==> config.mk <==
export PLATFORM = sky130hd
export DESIGN_NAME = wave_gen
export DESIGN_NICKNAME = d
export VERILOG_FILES = /design/src/rtl/wave_gen.sv
export SDC_FILE = /design/constraint.sdc
export NUM_CORES = 1
export LEC_CHECK = 0
export CORE_ASPECT_RATIO = 0.75
export CORE_MARGIN = 2
export CORE_UTILIZATION = 45
export CTS_CLUSTER_DIAMETER = 200
export CTS_CLUSTER_SIZE = 20
export DETAILED_ROUTE_END_ITERATION = 8
export PLACE_DENSITY = 0.76
export SETUP_SLACK_MARGIN = 0.02
export SYNTH_ARGS = -nofsm -noshare
export SYNTH_HDL_FRONTEND = slang
export SYNTH_SLANG_ARGS = --single-unit
export TNS_END_PERCENT = 30
==> constraint.sdc <==
create_clock -name clk -period 3.4 [get_ports clk]
set_input_delay 0.85 -clock clk [delete_from_list [all_inputs] [get_ports clk]]
set_output_delay 0.85 -clock clk [all_outputs]
set_load 0.01 [all_outputs]
==> src/rtl/wave_gen.sv <==
// wave_gen: phase-accumulator oscillator voice with a LUT-free shaper.
// Produces signed saw, ramp-down, variable-duty square or triangle samples
// through a 2-stage registered pipeline. Mode changes are deferred to the
// next phase wrap; retrigger restarts the phase and loads the mode at once.
module wave_gen #(
    parameter int unsigned PHASE_W = 24,
    parameter int unsigned ADDR_W  = 9,
    parameter int unsigned OUT_W   = 16
) (
    input  logic                     clk,
    input  logic                     reset,
    input  logic                     sample_tick,
    input  logic [PHASE_W-1:0]       freq_inc,
    input  logic [1:0]               mode,
    input  logic [ADDR_W-1:0]        duty,
    input  logic                     retrigger,
    output logic signed [OUT_W-1:0]  sample_out,
    output logic                     sample_valid,
    output logic                     wrap
);

    // Number of zero bits appended below the shaper address.
    localparam int unsigned SHIFT_W = OUT_W - ADDR_W;

    // Elaboration-time parameter sanity checks.
    generate
        if (OUT_W < ADDR_W + 1) begin : g_bad_out_w
            $error("wave_gen: OUT_W must be >= ADDR_W+1");
        end
        if (ADDR_W < 2) begin : g_bad_addr_w
            $error("wave_gen: ADDR_W must be >= 2 for the triangle fold");
        end
        if (PHASE_W < ADDR_W) begin : g_bad_phase_w
            $error("wave_gen: PHASE_W must be >= ADDR_W");
        end
    endgenerate

    typedef enum logic [1:0] {
        MODE_SAW    = 2'd0,
        MODE_RAMP   = 2'd1,
        MODE_SQUARE = 2'd2,
        MODE_TRI    = 2'd3
    } mode_t;

    // Architectural state
    logic [PHASE_W-1:0]  r_phase;
    mode_t               r_active_mode;

    // Stage 1 registers
    logic [ADDR_W-1:0]   r_s1_addr;
    mode_t               r_s1_mode;
    logic                r_s1_valid;
    logic                r_wrap;

    // Stage 2 registers
    logic [OUT_W-1:0]    r_sample;
    logic                r_sample_valid;

    // Combinational nets
    mode_t               w_mode_req;
    logic [PHASE_W:0]    w_sum;
    logic                w_wrap_evt;
    logic [PHASE_W-1:0]  w_phase_nxt;
    mode_t               w_active_mode_nxt;
    mode_t               w_mode_eff;
    logic [ADDR_W-1:0]   w_addr_nxt;

    logic [OUT_W-1:0]    w_saw_u;
    logic [OUT_W-1:0]    w_saw;
    logic [ADDR_W-2:0]   w_tri_r;
    logic [OUT_W-1:0]    w_tri_u;
    logic [OUT_W-1:0]    w_tri;
    logic [OUT_W-1:0]    w_square;
    logic [OUT_W-1:0]    w_shape;

    assign w_mode_req = mode_t'(mode);

    // Accumulator sum with carry-out; the carry marks a phase wrap.
    assign w_sum      = {1'b0, r_phase} + {1'b0, freq_inc};
    assign w_wrap_evt = sample_tick & ~retrigger & w_sum[PHASE_W];

    // Next phase and next active mode, retrigger taking priority over tick.
    always_comb begin
        w_phase_nxt       = r_phase;
        w_active_mode_nxt = r_active_mode;
        w_mode_eff        = r_active_mode;
        w_addr_nxt        = r_phase[PHASE_W-1 -: ADDR_W];

        if (retrigger && sample_tick) begin
            w_phase_nxt = freq_inc;
        end else if (retrigger) begin
            w_phase_nxt = '0;
        end else if (sample_tick) begin
            w_phase_nxt = w_sum[PHASE_W-1:0];
        end

        if (w_wrap_evt || retrigger) begin
            w_active_mode_nxt = w_mode_req;
        end

        if (retrigger) begin
            w_mode_eff = w_mode_req;
            w_addr_nxt = '0;
        end
    end

    // Phase accumulator, active mode and stage-1 pipeline registers.
    always_ff @(posedge clk) begin
        if (reset) begin
            r_phase       <= '0;
            r_active_mode <= MODE_SAW;
            r_s1_addr     <= '0;
            r_s1_mode     <= MODE_SAW;
            r_s1_valid    <= 1'b0;
            r_wrap        <= 1'b0;
        end else begin
            r_phase       <= w_phase_nxt;
            r_active_mode <= w_active_mode_nxt;
            r_s1_valid    <= sample_tick;
            r_wrap        <= w_wrap_evt;
            if (sample_tick) begin
                r_s1_addr <= w_addr_nxt;
                r_s1_mode <= w_mode_eff;
            end
        end
    end

    // Shaper: subtracting H from an unsigned value is a flip of its MSB.
    always_comb begin
        w_saw_u  = {r_s1_addr, {SHIFT_W{1'b0}}};
        w_saw    = {~w_saw_u[OUT_W-1], w_saw_u[OUT_W-2:0]};

        w_tri_r  = r_s1_addr[ADDR_W-1] ? ~r_s1_addr[ADDR_W-2:0]
                                       :  r_s1_addr[ADDR_W-2:0];
        w_tri_u  = {w_tri_r, {(SHIFT_W+1){1'b0}}};
        w_tri    = {~w_tri_u[OUT_W-1], w_tri_u[OUT_W-2:0]};

        w_square = (r_s1_addr < duty) ? {1'b0, {(OUT_W-1){1'b1}}}
                                      : {1'b1, {(OUT_W-1){1'b0}}};

        w_shape  = w_saw;
        case (r_s1_mode)
            MODE_SAW:    w_shape = w_saw;
            MODE_RAMP:   w_shape = ~w_saw;
            MODE_SQUARE: w_shape = w_square;
            MODE_TRI:    w_shape = w_tri;
            default:     w_shape = w_saw;
        endcase
    end

    // Stage 2: register the shaped sample and the valid pulse.
    always_ff @(posedge clk) begin
        if (reset) begin
            r_sample       <= '0;
            r_sample_valid <= 1'b0;
        end else if (r_s1_valid) begin
            r_sample       <= w_shape;
            r_sample_valid <= 1'b1;
        end else begin
            r_sample_valid <= 1'b0;
        end
    end

    assign sample_out   = r_sample;
    assign sample_valid = r_sample_valid;
    assign wrap         = r_wrap;

endmodule
==> run_results.csv <==
group,metric,value,unit
timing,hold_viol_final,0,
yosys,synth_nets,562,
final_layout,final_cell_mix,"clkdlybuf4s50_1 (56), nand2_1 (50), dfxtp_1 (50), a21oi_1 (46), nor2_1 (38)",
worst_setup_path,cp_max_fo,4,
clock_network,cts_tree,"yes",
detailed_routing,firstDrtPassIters,5,
detailed_routing,wire_per_inst,17.6,um
detailed_routing,vias,3941,
place,dpl.hpwl,8480,um
timing,timing.fmax,321,MHz
timing,rsz0062_at_grt,"false",
yosys,synth_area_per_cell,7.83,um^2
worst_setup_path,rr_worst_depth,5,
final_layout,n_antenna_cell,0,
yosys,synth_cells,490,
clock_network,numCtsBuffers,5,
timing,slew_headroom,0.503,
detailed_routing,drc,0,
global_route,grt_pass1_wl,18700,um
yosys,ys_types,62,
yosys,synth.area.top_cells,"dfxtp_1 (26%), ha_1 (10%), a21oi_1 (6.0%)",
place,io_buffers,56,
worst_setup_path,r2r_start,"r_s1_addr[8]",
clock_network,hold_buffers,0,
clock_network,post_cts_buffers,0,
floorplanning,coreArea,8380,um^2
timing,min_period_over_period,0.916,
yosys,synth_warnings,0,
final_layout,area_growth,22.7,%
final_layout,drive_above_1_share,0.0683,
timing,fin_worst_skew,0.00682,ns
global_route,grt-ovfl-total,0,
detailed_routing,finalWirelength,11400,um
timing,tns,0,ns
timing,whs,0.467,ns
yosys,synth_seq_area_share,0.261,
floorplanning,die_w,111,um
global_route,grt_start_max_net_pins,39,
timing,slew_viol_final,0,
yosys,synth_top_area_share,0.261,
yosys,synth_ff_type,"dfxtp_1",
global_route,grt_antenna_before_repair,0,
final_layout,layout_commonest_cell,"clkdlybuf4s50_1",
worst_setup_path,ff2ff_setup_slack,0.88,ns
detailed_routing,first_iter_violations,318,
final_layout,finalNetCount,613,
worst_setup_path,crit_type,"in2reg",
floorplanning,start_util,0.458,
detailed_routing,antenna_left,0,
clock_network,clkTransAtPathRegs,0.08,ns
global_route,grt_pass1_vias,3660,
job,cap_violations,0,
clock_network,clock-sinks,50,
final_layout,fin_cells,650,
worst_setup_path,required,3.63,ns
clock_network,cts_root_buffer,"clkbuf_16",
worst_setup_path,crit_path_start,"freq_inc[0]",
yosys,synth_edf_count,0,
global_route,track_usage,0.245,
floorplanning,ios,57,
worst_setup_path,endpoint_kind,"register",
clock_network,clock_path_buffers,2,
floorplanning,rows,29,
power_and_ir_drop,p_leak,2.09,nW
clock_network,ctsResizeCount,0,
run_status,status,"complete, no violations",
timing,max_slew.worst_pin.slew,0.744,ns
yosys,async_reset_ff_frac,0,
worst_setup_path,crit_arrival,3.34,ns
worst_setup_path,r2r_end,"sample_out[11]",
min_path,hold_path_class,"reg2reg",
power_and_ir_drop,vdd_drop_max,0.248,mV
yosys,syn-cell-area,3830,um^2
worst_setup_path,endpoint,"r_active_mode[1]",
clock_network,h-tree-depth,2,
yosys,synth-seq-cells,50,
floorplanning,die_h,83.9,um
worst_setup_path,startpoint_type,"input pin",
final_layout,fin_util,0.561,
yosys,yosys.area.top_type,"dfxtp_1",
clock_network,clkLatencyLatePin,0.30,ns
power_and_ir_drop,powerDensity,378,nW/um^2
detailed_routing,vias_per_cell,6.06,
timing,fin_crit,3.11,ns
place,dp_cells,642,
place,place_congestion,0.940,
floorplanning,die_area,9280,um^2
timing,setup_viol,0,
[worst min path at each step]
| stage | start | end | depth (start not counted) |
|---|---|---|---|
| floorplan | r_active_mode[0] | r_active_mode[0] | 2 |
| global placement | r_active_mode[0] | r_active_mode[0] | 2 |
| finish | r_active_mode[0] | r_active_mode[0] | 2 |
| global route | r_active_mode[0] | r_active_mode[0] | 2 |
| detailed placement | r_active_mode[0] | r_active_mode[0] | 2 |
| CTS | r_active_mode[0] | r_active_mode[0] | 2 |
[where the power goes]
| group | internal, W | leakage, nW | switching [W] |
|---|---|---|---|
| combinational | 0.000234 | 1.60 | 0.000281 |
| clock | 0.000352 | 0.0844 | 0.000254 |
| sequential | 0.000622 | 0.410 | 0.0000365 |
| total | 0.00121 | 2.09 | 0.000572 |
[final cells by class]
class | count | area, um^2
clock inverter | 3 | 47.5
multi-input combinational | 394 | 2640
clock buffer | 5 | 125
fill | 797 | 3680
inverter | 15 | 56.3
tap | 108 | 135
sequential | 50 | 1000
timing repair buffer | 75 | 703
[synth_stat cells (all sizes together) (3+ instances only)]
cell / n
o2111ai: 3
and4: 3
nor2: 38
o211ai: 6
xnor2: 4
inv: 14
o21ai: 23
nand2b: 5
a211o: 3
and2: 4
a21o: 12
a211oi: 14
o21a: 4
and3: 15
nand3: 19
ha: 32
mux2i: 10
or3: 7
nor3: 5
buf: 11
nand2: 50
o22ai: 10
clkbuf: 20
a21oi: 48
a22oi: 8
nand4: 4
xor2: 18
a31oi: 7
dfxtp: 50
o31ai: 5
[sequential cells by signal, indices dropped and copies added (netlist names)]
register / flops
r_s1_valid: 1
r_phase: 24
r_s1_mode: 2
r_active_mode: 2
r_s1_addr: 9
sample_valid: 1
wrap: 1
sample_out: 10
[metal layers]
layer  track usage  vias to the layer above  wire length, um
met1         0.359                     1849             5550
met2         0.378                      148             4950
met4        0.0489                        0              141
li1              -                     1927                -
met5             0                        -                0
met3        0.0450                       17              780
[per-stage QoR]
step           area (um^2)  setup WS, ns  power [W]
6_report              4700         0.286    0.00178
5_1_grt               4700         0.212    0.00187
4_1_cts               4700         0.305    0.00178
3_5_place_dp          4530        0.0280    0.00117
3_3_place_gp          4530        0.0812    0.00117
2_1_floorplan         3830         0.669   0.000992
[worst max-delay path, cell delays in order]
cell	delay (ns)
clkdlybuf4s50_1	0.43
ha_1	0.25
fa_1	0.42
a21o_1	0.20
nand4_1	0.16
a21oi_1	0.12
o31a_1	0.36
a41oi_2	0.31
mux2i_1	0.22
[kinds of logic after synthesis]
family | Yosys count | share of synthesized area
AOI/OAI and AO/OA | 169 | 0.301
xor gates and xnor gates | 22 | 0.0502
adders and majority gates | 33 | 0.110
buffers and inverters | 46 | 0.0515
DFF | 50 | 0.261
muxes | 11 | 0.0290
and+or+nand+nor | 159 | 0.197
(Power assumes the default switching activity.)
